<file path="src/rtl/hart_stimulus_gen.sv">
// Walks the 6-bit hart stimulus toward a loaded target, holding each value.
// Optional one-sample glitch injection when HART_GLITCH_EN is defined.
module hart_stimulus_gen #(
  parameter int unsigned INIT = 40,
  parameter int unsigned HOLD = 8,
  parameter int unsigned STEP = 1
) (
  input  logic       slow,
  input  logic       reset,
  input  logic       start,
  input  logic [5:0] target,
  input  logic       glitch,
  output logic [5:0] hart,
  output logic       busy,
  output logic       stapPuls,
  output logic       done
);

  typedef enum logic [1:0] {
    S_IDLE,
    S_HOLD,
    S_DONE
  } state_t;

  localparam logic [7:0] CEND = 8'(HOLD - 1);
  localparam logic [6:0] SMAX = 7'(STEP);
  localparam logic [5:0] IVAL = 6'(INIT);

  state_t     state, state_n;
  logic [7:0] cnt, cnt_n;
  logic [5:0] tgt, tgt_n;
  logic [5:0] val, val_n;
  logic [5:0] hart_n;
  logic [6:0] diff;
  logic [5:0] stp;
  logic       dn;
  logic       at_end;
  logic       stap_n;
  logic       glitch_act;

  always_comb begin
    dn     = val > tgt;
    diff   = dn ? ({1'b0, val} - {1'b0, tgt})
                : ({1'b0, tgt} - {1'b0, val});
    stp    = (diff < SMAX) ? diff[5:0] : SMAX[5:0];
    at_end = cnt == CEND;
  end

`ifdef HART_GLITCH_EN
  // A glitch restarts the hold, except on an edge that takes a step.
  assign glitch_act = (state == S_HOLD) && glitch
                    && !(at_end && (val != tgt));
`else
  assign glitch_act = 1'b0 & glitch;
`endif

  always_comb begin
    state_n = state;
    cnt_n   = cnt;
    tgt_n   = tgt;
    val_n   = val;
    stap_n  = 1'b0;
    unique case (1'b1)
      (state == S_IDLE): begin
        if (start) begin
          state_n = S_HOLD;
          tgt_n   = target;
          cnt_n   = 8'd0;
        end
      end
      (state == S_HOLD): begin
        if (glitch_act) begin
          cnt_n = 8'd0;
        end else if (!at_end) begin
          cnt_n = cnt + 8'd1;
        end else if (val == tgt) begin
          state_n = S_DONE;
        end else begin
          val_n  = dn ? (val - stp) : (val + stp);
          stap_n = 1'b1;
          cnt_n  = 8'd0;
        end
      end
      (state == S_DONE): begin
        state_n = S_IDLE;
      end
      default: begin
        state_n = S_IDLE;
      end
    endcase
    hart_n = glitch_act ? (val ^ 6'd1) : val_n;
  end

  always_ff @(posedge slow) begin
    if (!reset) begin
      state    <= S_IDLE;
      cnt      <= 8'd0;
      tgt      <= IVAL;
      val      <= IVAL;
      hart     <= IVAL;
      busy     <= 1'b0;
      stapPuls <= 1'b0;
      done     <= 1'b0;
    end else begin
      state    <= state_n;
      cnt      <= cnt_n;
      tgt      <= tgt_n;
      val      <= val_n;
      hart     <= hart_n;
      busy     <= state_n == S_HOLD;
      stapPuls <= stap_n;
      done     <= state_n == S_DONE;
    end
  end

endmodule

</file>
<file path="config.mk">
export PLATFORM = sky130hd
export DESIGN_NAME = hart_stimulus_gen
export DESIGN_NICKNAME = d
export VERILOG_FILES = /design/src/rtl/hart_stimulus_gen.sv
export SDC_FILE = /design/constraint.sdc
export NUM_CORES = 1
export LEC_CHECK = 0
export CAP_MARGIN = 20
export CORE_MARGIN = 4
export CORE_UTILIZATION = 32
export CTS_BUF_LIST = sky130_fd_sc_hd__clkbuf_4 sky130_fd_sc_hd__clkbuf_8
export DETAILED_ROUTE_END_ITERATION = 10
export GPL_TIMING_DRIVEN = 0
export SLEW_MARGIN = 10
export SYNTH_ARGS = -nofsm -noshare
export SYNTH_HDL_FRONTEND = slang
export SYNTH_SLANG_ARGS = --single-unit
</file>
<file path="constraint.sdc">
create_clock -name slow -period 3.95 [get_ports slow]
set_clock_uncertainty 0.2 [all_clocks]
set_input_delay 1.185 -clock slow [delete_from_list [all_inputs] [get_ports slow]]
set_output_delay 1.185 -clock slow [all_outputs]
set_load 0.02 [all_outputs]
</file>
==> impl_metrics.toml, run 1 <==
[logic_synthesis]
synthMuxAreaShare = 0.03391
synth-compound-area-share = 0.1654
ys.flop_type = "dfxtp_1"
ys_seq_area_frac = 0.2768
synth_top_family_by_area = "simple AND/OR/NAND/NOR gates"
synth_fp_nets = 253
synth_edf_count = 0
synth_fa_ha_area_frac = 0.1716
synthSimpleGateAreaFrac = 0.2443
async_flop_share = 0
synth_cells = 220
avgSynthCellArea_um2 = 8.218
yosys_warnings = 0
synthXorXnorAreaFrac = 0.04360
synth_seq_cells = 25
synth.distinct_cells = 49
syn_area_um2 = 1808

[place]
dpl.hpwl_um = 3035
io_buffer_count = 17
postPlaceCellArea_um2 = 2108
gp_congestion = 0.9250

[power_and_ir_drop]
powerDensity_nw_per_um2 = 279.9
p_total_w = 0.0007593
ir_drop_uv = 254.4
power.internal_w = 0.0004950
seqPwrFrac = 0.345
leakage_nw = 1.095
power.share.clock = 0.217
combPwrFrac = 0.438
swShare = 0.3481
power_switching_w = 0.0002643

[clock_tree]
cts_hold_buf = 0
clock_latency_ns = 0.27
cts_root_buffer = "clkbuf_8"
cts_tree = "yes"
cts_max_level = 1
cts_sinks = 25
cts_buffer_depth = 2
numCtsBuffers = 3
cts.clk_slew.worst_paths_ns = 0.10

[timing]
period_share = 1.099
slew_violations = 0
layout_min_cycle_time_ns = 4.342
timing.fmax_ghz = 0.2303
slew_headroom = 0.6590
fin_ws_ns = -0.3917
rsz0062_at_grt = "yes"
hold_viol_final = 0
worst_slew_pin_slew_ns = 0.5097
setup_viol = 2

[floorplanning]
initial_utilization = 0.3283
rows = 27
die_x_um = 83.17
core_um2 = 5507
die_h_um = 83.17
die-area_um2 = 6916
io_pins = 19

[final_layout]
final_nets = 300
post-route-util = 0.4926
fin_area_um2 = 2713
syn_to_final_growth_pct = 50.03
drive_gt1_frac = 0.3647
fillers = 511
diodes = 0

[critical_path]
arrival_ns = 4.31
cp_data_required_time_ns = 3.92
end_kind = "flip-flop"
crit_type = "reg2reg"
start_kind = "flip-flop"
cp_max_fo = 3

[route]
vias = 1665
drc_errors = 0
drt_wl_total_um = 4886
vias_per_cell = 4.926
first_pass_iters = 5
drt_iter0_drc = 51
wl_per_cell_um = 14.46
ant_nets = 0

[global_route]
grt_max_degree = 17
grt_usage = 0.1285
grt_pass1_vias = 1626
grt_pass1_wl_um = 7431
globalRouteOverflowTotal = 0
antenna_found_initial = 0

[flow_run]
drv_cap = 0

[status]
violations = "setup timing"
status = "complete, but fails checks"

[worst_hold_path]
hp-class = "reg2reg"
-- flip-flops by register name (all words and copies together), names as in the netlist --
name	flops
val	6
state	2
stapPuls	1
cnt	8
tgt	6
done	1
busy	1
-- path summary, 6_finish.rpt --
path	slack (ns)	to	depth (start not counted)	start
setup / recovery	-0.39	val[5]$_SDFFE_PN1P_	21	tgt[0]$_SDFFE_PN0P_
hold / removal	0.31	tgt[4]$_SDFFE_PN0P_	2	tgt[4]$_SDFFE_PN0P_
hold reg to reg	0.31	tgt[4]$_SDFFE_PN0P_	2	tgt[4]$_SDFFE_PN0P_
setup reg to reg	-0.39	val[5]$_SDFFE_PN1P_	21	tgt[0]$_SDFFE_PN0P_
-- cells in the final DEF, fill, tap and decap left out, types with 3 or more instances in the layout --
master / n
clkbuf_8: 4
nand2_1: 25
a21o_1: 4
dfxtp_4: 7
clkbuf_1: 3
nor2b_1: 6
nor2_1: 18
inv_2: 4
ha_4: 10
and2_1: 3
a21oi_2: 3
buf_6: 4
inv_1: 11
a21oi_4: 5
nor3_1: 4
xnor2_1: 6
clkdlybuf4s50_1: 17
o211ai_1: 5
ha_1: 8
a21boi_0: 5
a21oi_1: 6
dfxtp_1: 16
o21ai_0: 3
nand3_1: 4
mux2i_1: 4
buf_4: 24
-- cell type report --
type	instances	area, µm²	share of cell area
Multi-Input combinational cell	170	1541	0.5683
Sequential cell	25	529.3	0.1951
Timing Repair Buffer	43	374.1	0.1379
Tap cell	72	90.09	0.03321
Inverter	17	68.82	0.02537
Buffer	7	58.81	0.02168
Clock buffer	3	41.29	0.01522
Clock inverter	1	8.758	0.003229
-- synthesized netlist by cell type (all sizes together), types with 2 or more instances --
cell / n / share of area
inv: 17 / 0.035
a21o: 5 / 0.021
mux2i: 5 / 0.028
xor2: 2 / 0.0097
and3: 3 / 0.011
xnor2: 7 / 0.034
nor3: 7 / 0.022
or2: 3 / 0.012
a21boi: 5 / 0.021
or4: 2 / 0.0083
a211oi: 2 / 0.0083
and2: 4 / 0.014
dfxtp: 25 / 0.28
nand2: 27 / 0.056
ha: 20 / 0.14
buf: 4 / 0.018
o21ai: 5 / 0.020
a21oi: 14 / 0.039
nor2: 19 / 0.039
nand3b: 2 / 0.0083
fa: 3 / 0.033
nand3: 6 / 0.017
nor2b: 6 / 0.021
nand2b: 2 / 0.0069
clkbuf: 4 / 0.0090
o211ai: 5 / 0.021
-- worst max-delay path, stage by stage (launching register included) --
cell      delay, ns
dfxtp_4        0.37
inv_4          0.06
ha_4           0.13
inv_2          0.04
fa_2           0.36
a21o_1         0.22
a21oi_2        0.17
mux2i_2        0.10
nor3_4         0.16
o22ai_4        0.10
or2_4          0.29
nor2_4         0.15
ha_4           0.21
and2_4         0.14
ha_4           0.25
a21o_1         0.12
a21oi_2        0.07
o21bai_1       0.15
a21oi_2        0.09
or2b_1         0.27
o311ai_4       0.25
mux2_4         0.32
-- stage by stage --
step	TNS (ns)	std cells	setup slack, ns	hold slack, ns
2_1_floorplan	0	220	0.07137	0.2603
3_3_place_gp	-0.8000	309	-0.7086	0.2803
6_report	-0.4428	338	-0.3917	0.3082
4_1_cts	-0.4410	331	-0.4089	0.3002
5_1_grt	-0.8259	338	-0.5196	0.3426
3_5_place_dp	-0.9231	309	-0.7780	0.2986
-- power groups by stage --
stage | Sequential, W | Clock, W | Combinational [W]
floorplan | 0.000266 | 0 | 0.000147
global placement | 0.000267 | 0 | 0.000188
detailed placement | 0.000267 | 0 | 0.000191
CTS | 0.000261 | 0.000173 | 0.000270
global route | 0.000263 | 0.000182 | 0.000361
finish | 0.000262 | 0.000165 | 0.000333
-- cells by family (layout without fill, tap and decap cells) --
logic type / after synthesis / in the layout
flip-flops: 25 / 25
AO/OA/AOI/OAI: 44 / 44
multiplexers: 6 / 6
other: 1 / 1
adder cells (fa/ha/maj): 23 / 23
buffers and inverters: 25 / 71
AND/OR/NAND/NOR: 87 / 87
XOR/XNOR: 9 / 9
-- timing repair --
item / in CTS / in global routing
setup endpoints to repair: 3 / 3
pin swaps: 27 / 32
hold endpoints to repair: 0 / 0
gates cloned: 0 / 0
resized for setup: 38 / 34
buffers inserted: 20 / 9
-- routing by layer --
| metal | global-route usage | part of all wire | vias up |
|---|---|---|---|
| met3 | 0.02183 | 0.023 | 10 |
| met4 | 0.02972 | 0.025 | 0 |
| met5 | 0 | 0 | - |
| li1 | - | - | 843 |
| met1 | 0.1587 | 0.44 | 783 |
| met2 | 0.2310 | 0.51 | 29 |
(Power assumes the default switching activity.)
==> run 2: changes to the inputs <==
GPL_TIMING_DRIVEN = not set   (was 0)
SETUP_SLACK_MARGIN = 0.3   (was not set)
clock period = 4.9 ns   (was 3.95 ns; I/O delays follow)
==> run 2 against run 1 <==
Against the previous run:
- the flow now finishes without violations
- routed wire length shrank 21%
- first-iteration DRC count grew 120%
- combinational power shrank 48%
- via count shrank 8.5%
- die area is the same
- fmax shrank 1.8%
- flip-flop and latch count is the same
- global-route usage shrank 2.0 points
- power shrank 33%
- core utilization shrank 8.2 points
- clock power shrank 27%
- hold slack lost 0.017 ns
- largest cell class unchanged
- highest routed layer unchanged
==> impl_metrics.toml, run 2 (synthesis results as in run 1) <==
[timing]
worst_slew_pin_slew_ns = 0.7924
tns_ns = 0
hold_viol_final = 0
period_share = 0.9022
rsz0062_at_grt = "no"
slew_violations = 0
layout_min_cycle_time_ns = 4.421
setup_viol = 0
slew_headroom = 0.4688
timing.fmax_ghz = 0.2262

[clock_tree]
cts_buffer_depth = 2
cts_tree = "yes"
cts_sinks = 25
cts.clk_slew.worst_paths_ns = 0.09
numCtsBuffers = 3
clock_latency_ns = 0.26
cts_root_buffer = "clkbuf_8"
cts_max_level = 1
cts_hold_buf = 0

[final_layout]
most-common-layout-cells = "nand2_1, dfxtp_1, nor2_1"
final_nets = 279
reg_top3 = "cnt x8, tgt x6, val x6"
largest_register_ffs = 8
syn_to_final_growth_pct = 25.19
largest_register = "cnt"
diodes = 0
layout_commonest_cell = "nand2_1"
post-route-util = 0.4110
drive_gt1_frac = 0.1878

[critical_path]
end_kind = "flip-flop"
cp_data_required_time_ns = 4.86
crit_type = "reg2reg"
start_kind = "flip-flop"
cp_max_fo = 5
r2r_start = "val[3]$_SDFFE_PN1P_"
crit_buf_inv = 1
arrival_ns = 4.38
slowest_stage = "mux2_1"
timing.rr.end = "val[5]$_SDFFE_PN1P_"
worst-r2r-cell-count = 20
crit_chain = "buf_4 > ha_1 > a21o_1 > a21o_1 > o21a_2 > nor3_2 > o22ai_1 > or2_1 > nor2_2 > ha_1 > and2_4 > ha_1 > a21o_1 > a21oi_2 > o21bai_1 > a21oi_2 > and3_4 > a21oi_1 > o311ai_2 > mux2_1"
r2r_slack_ns = 0.48
cpPeakStageDelay_ns = 0.35
critPathTopFamily = "compound AO/OA/AOI/OAI gates"

[floorplanning]
die-area_um2 = 6916
io_pins = 19
die_h_um = 83.17
die_x_um = 83.17
initial_utilization = 0.3283
rows = 27
core_um2 = 5507

[flow_run]
drv_cap = 0

[status]
status = "completed"

[place]
gp_congestion = 0.8634
dpl.hpwl_um = 3006
io_buffer_count = 17

[route]
vias = 1523
drc_errors = 0
vias_per_cell = 4.804
wl_per_cell_um = 12.19
first_pass_iters = 4
ant_nets = 0
drt_wl_total_um = 3863
drt_iter0_drc = 112

[power_and_ir_drop]
powerDensity_nw_per_um2 = 223.7
power.share.clock = 0.240
swShare = 0.3176
seqPwrFrac = 0.420
power_switching_w = 0.0001608
leakage_nw = 0.9316
combPwrFrac = 0.340
ir_drop_uv = 142.7
power.internal_w = 0.0003456

[worst_hold_path]
worstHoldStart = "tgt[0]$_SDFFE_PN0P_"
whs_path_depth = 2
hp-class = "reg2reg"
holdPathEnd = "tgt[0]$_SDFFE_PN0P_"

[global_route]
globalRouteOverflowTotal = 0
grt_max_degree = 23
grt_pass1_vias = 1409
grt_usage = 0.1087
grt_pass1_wl_um = 6348
antenna_found_initial = 0
==> run 2: worst reg2reg max path, cell delays in order (launching register included) <==
cell      delay [ns]
dfxtp_2         0.32
buf_4           0.15
ha_1            0.21
a21o_1          0.19
a21o_1          0.24
o21a_2          0.28
nor3_2          0.19
o22ai_1         0.11
or2_1           0.27
nor2_2          0.14
ha_1            0.24
and2_4          0.15
ha_1            0.26
a21o_1          0.16
a21oi_2         0.16
o21bai_1        0.11
a21oi_2         0.19
and3_4          0.20
a21oi_1         0.08
o311ai_2        0.13
mux2_1          0.35
==> run 2: final cells by class <==
type                    instances  area, µm²
clock buffers                   3      41.29
fillers                       555       3243
repair buffers                 29      260.3
clock inverters                 1      7.507
multi-input cells             170       1292
flip-flops and latches         25      508.0
well taps                      72      90.09
inverters                      17      63.81
==> run 2: power by group through the flow <==
stage	logic, W	clock network [W]	registers, W
5_1_grt	0.000194	0.000137	0.000214
2_1_floorplan	0.000114	0	0.000217
6_report	0.000172	0.000121	0.000213
3_3_place_gp	0.000150	0	0.000217
3_5_place_dp	0.000151	0	0.000217
4_1_cts	0.000155	0.000130	0.000213
==> run 2: repair_timing <==
action                                  CTS  global route
resized for setup                         4            22
pin swaps                                 1            18
setup buffers                             0             4
endpoints found under the setup margin    1             1
==> run 2: worst max path at each step <==
stage	from	end	slack (ns)	cells after the start
6_report	val[3]$_SDFFE_PN1P_	val[5]$_SDFFE_PN1P_	0.48	20
5_1_grt	tgt[4]$_SDFFE_PN0P_	val[5]$_SDFFE_PN1P_	0.23	19
4_1_cts	val[5]$_SDFFE_PN1P_	val[5]$_SDFFE_PN1P_	0.30	20
3_5_place_dp	val[0]$_SDFFE_PN0P_	val[5]$_SDFFE_PN1P_	0.22	21
3_3_place_gp	val[5]$_SDFFE_PN1P_	val[5]$_SDFFE_PN1P_	0.22	21
2_1_floorplan	val[4]$_SDFFE_PN0P_	val[5]$_SDFFE_PN1P_	0.36	21
==> run 2: routing by layer <==
layer / part of all wire / vias up / track usage / wire, µm
met4: 0.018 / 0 / 0.04012 / 69
li1: - / 797 / - / -
met2: 0.47 / 24 / 0.1844 / 1822
met3: 0.025 / 6 / 0.01587 / 98
met5: 0 / - / 0 / 0
met1: 0.48 / 696 / 0.1390 / 1873
==> run 2: stage by stage <==
step                total power [W]  hold WS, ns  setup slack [ns]  instance area [µm²]  instances
detailed placement        0.0003687       0.2865            0.2249                 2079        309
CTS                       0.0004974       0.3004            0.3012                 2140        313
global placement          0.0003677       0.2762            0.2155                 2079        309
floorplan                 0.0003310       0.2603            0.3562                 1808        220
global route              0.0005453       0.3664            0.2322                 2263        317
finish                    0.0005064       0.2916            0.4794                 2263        317
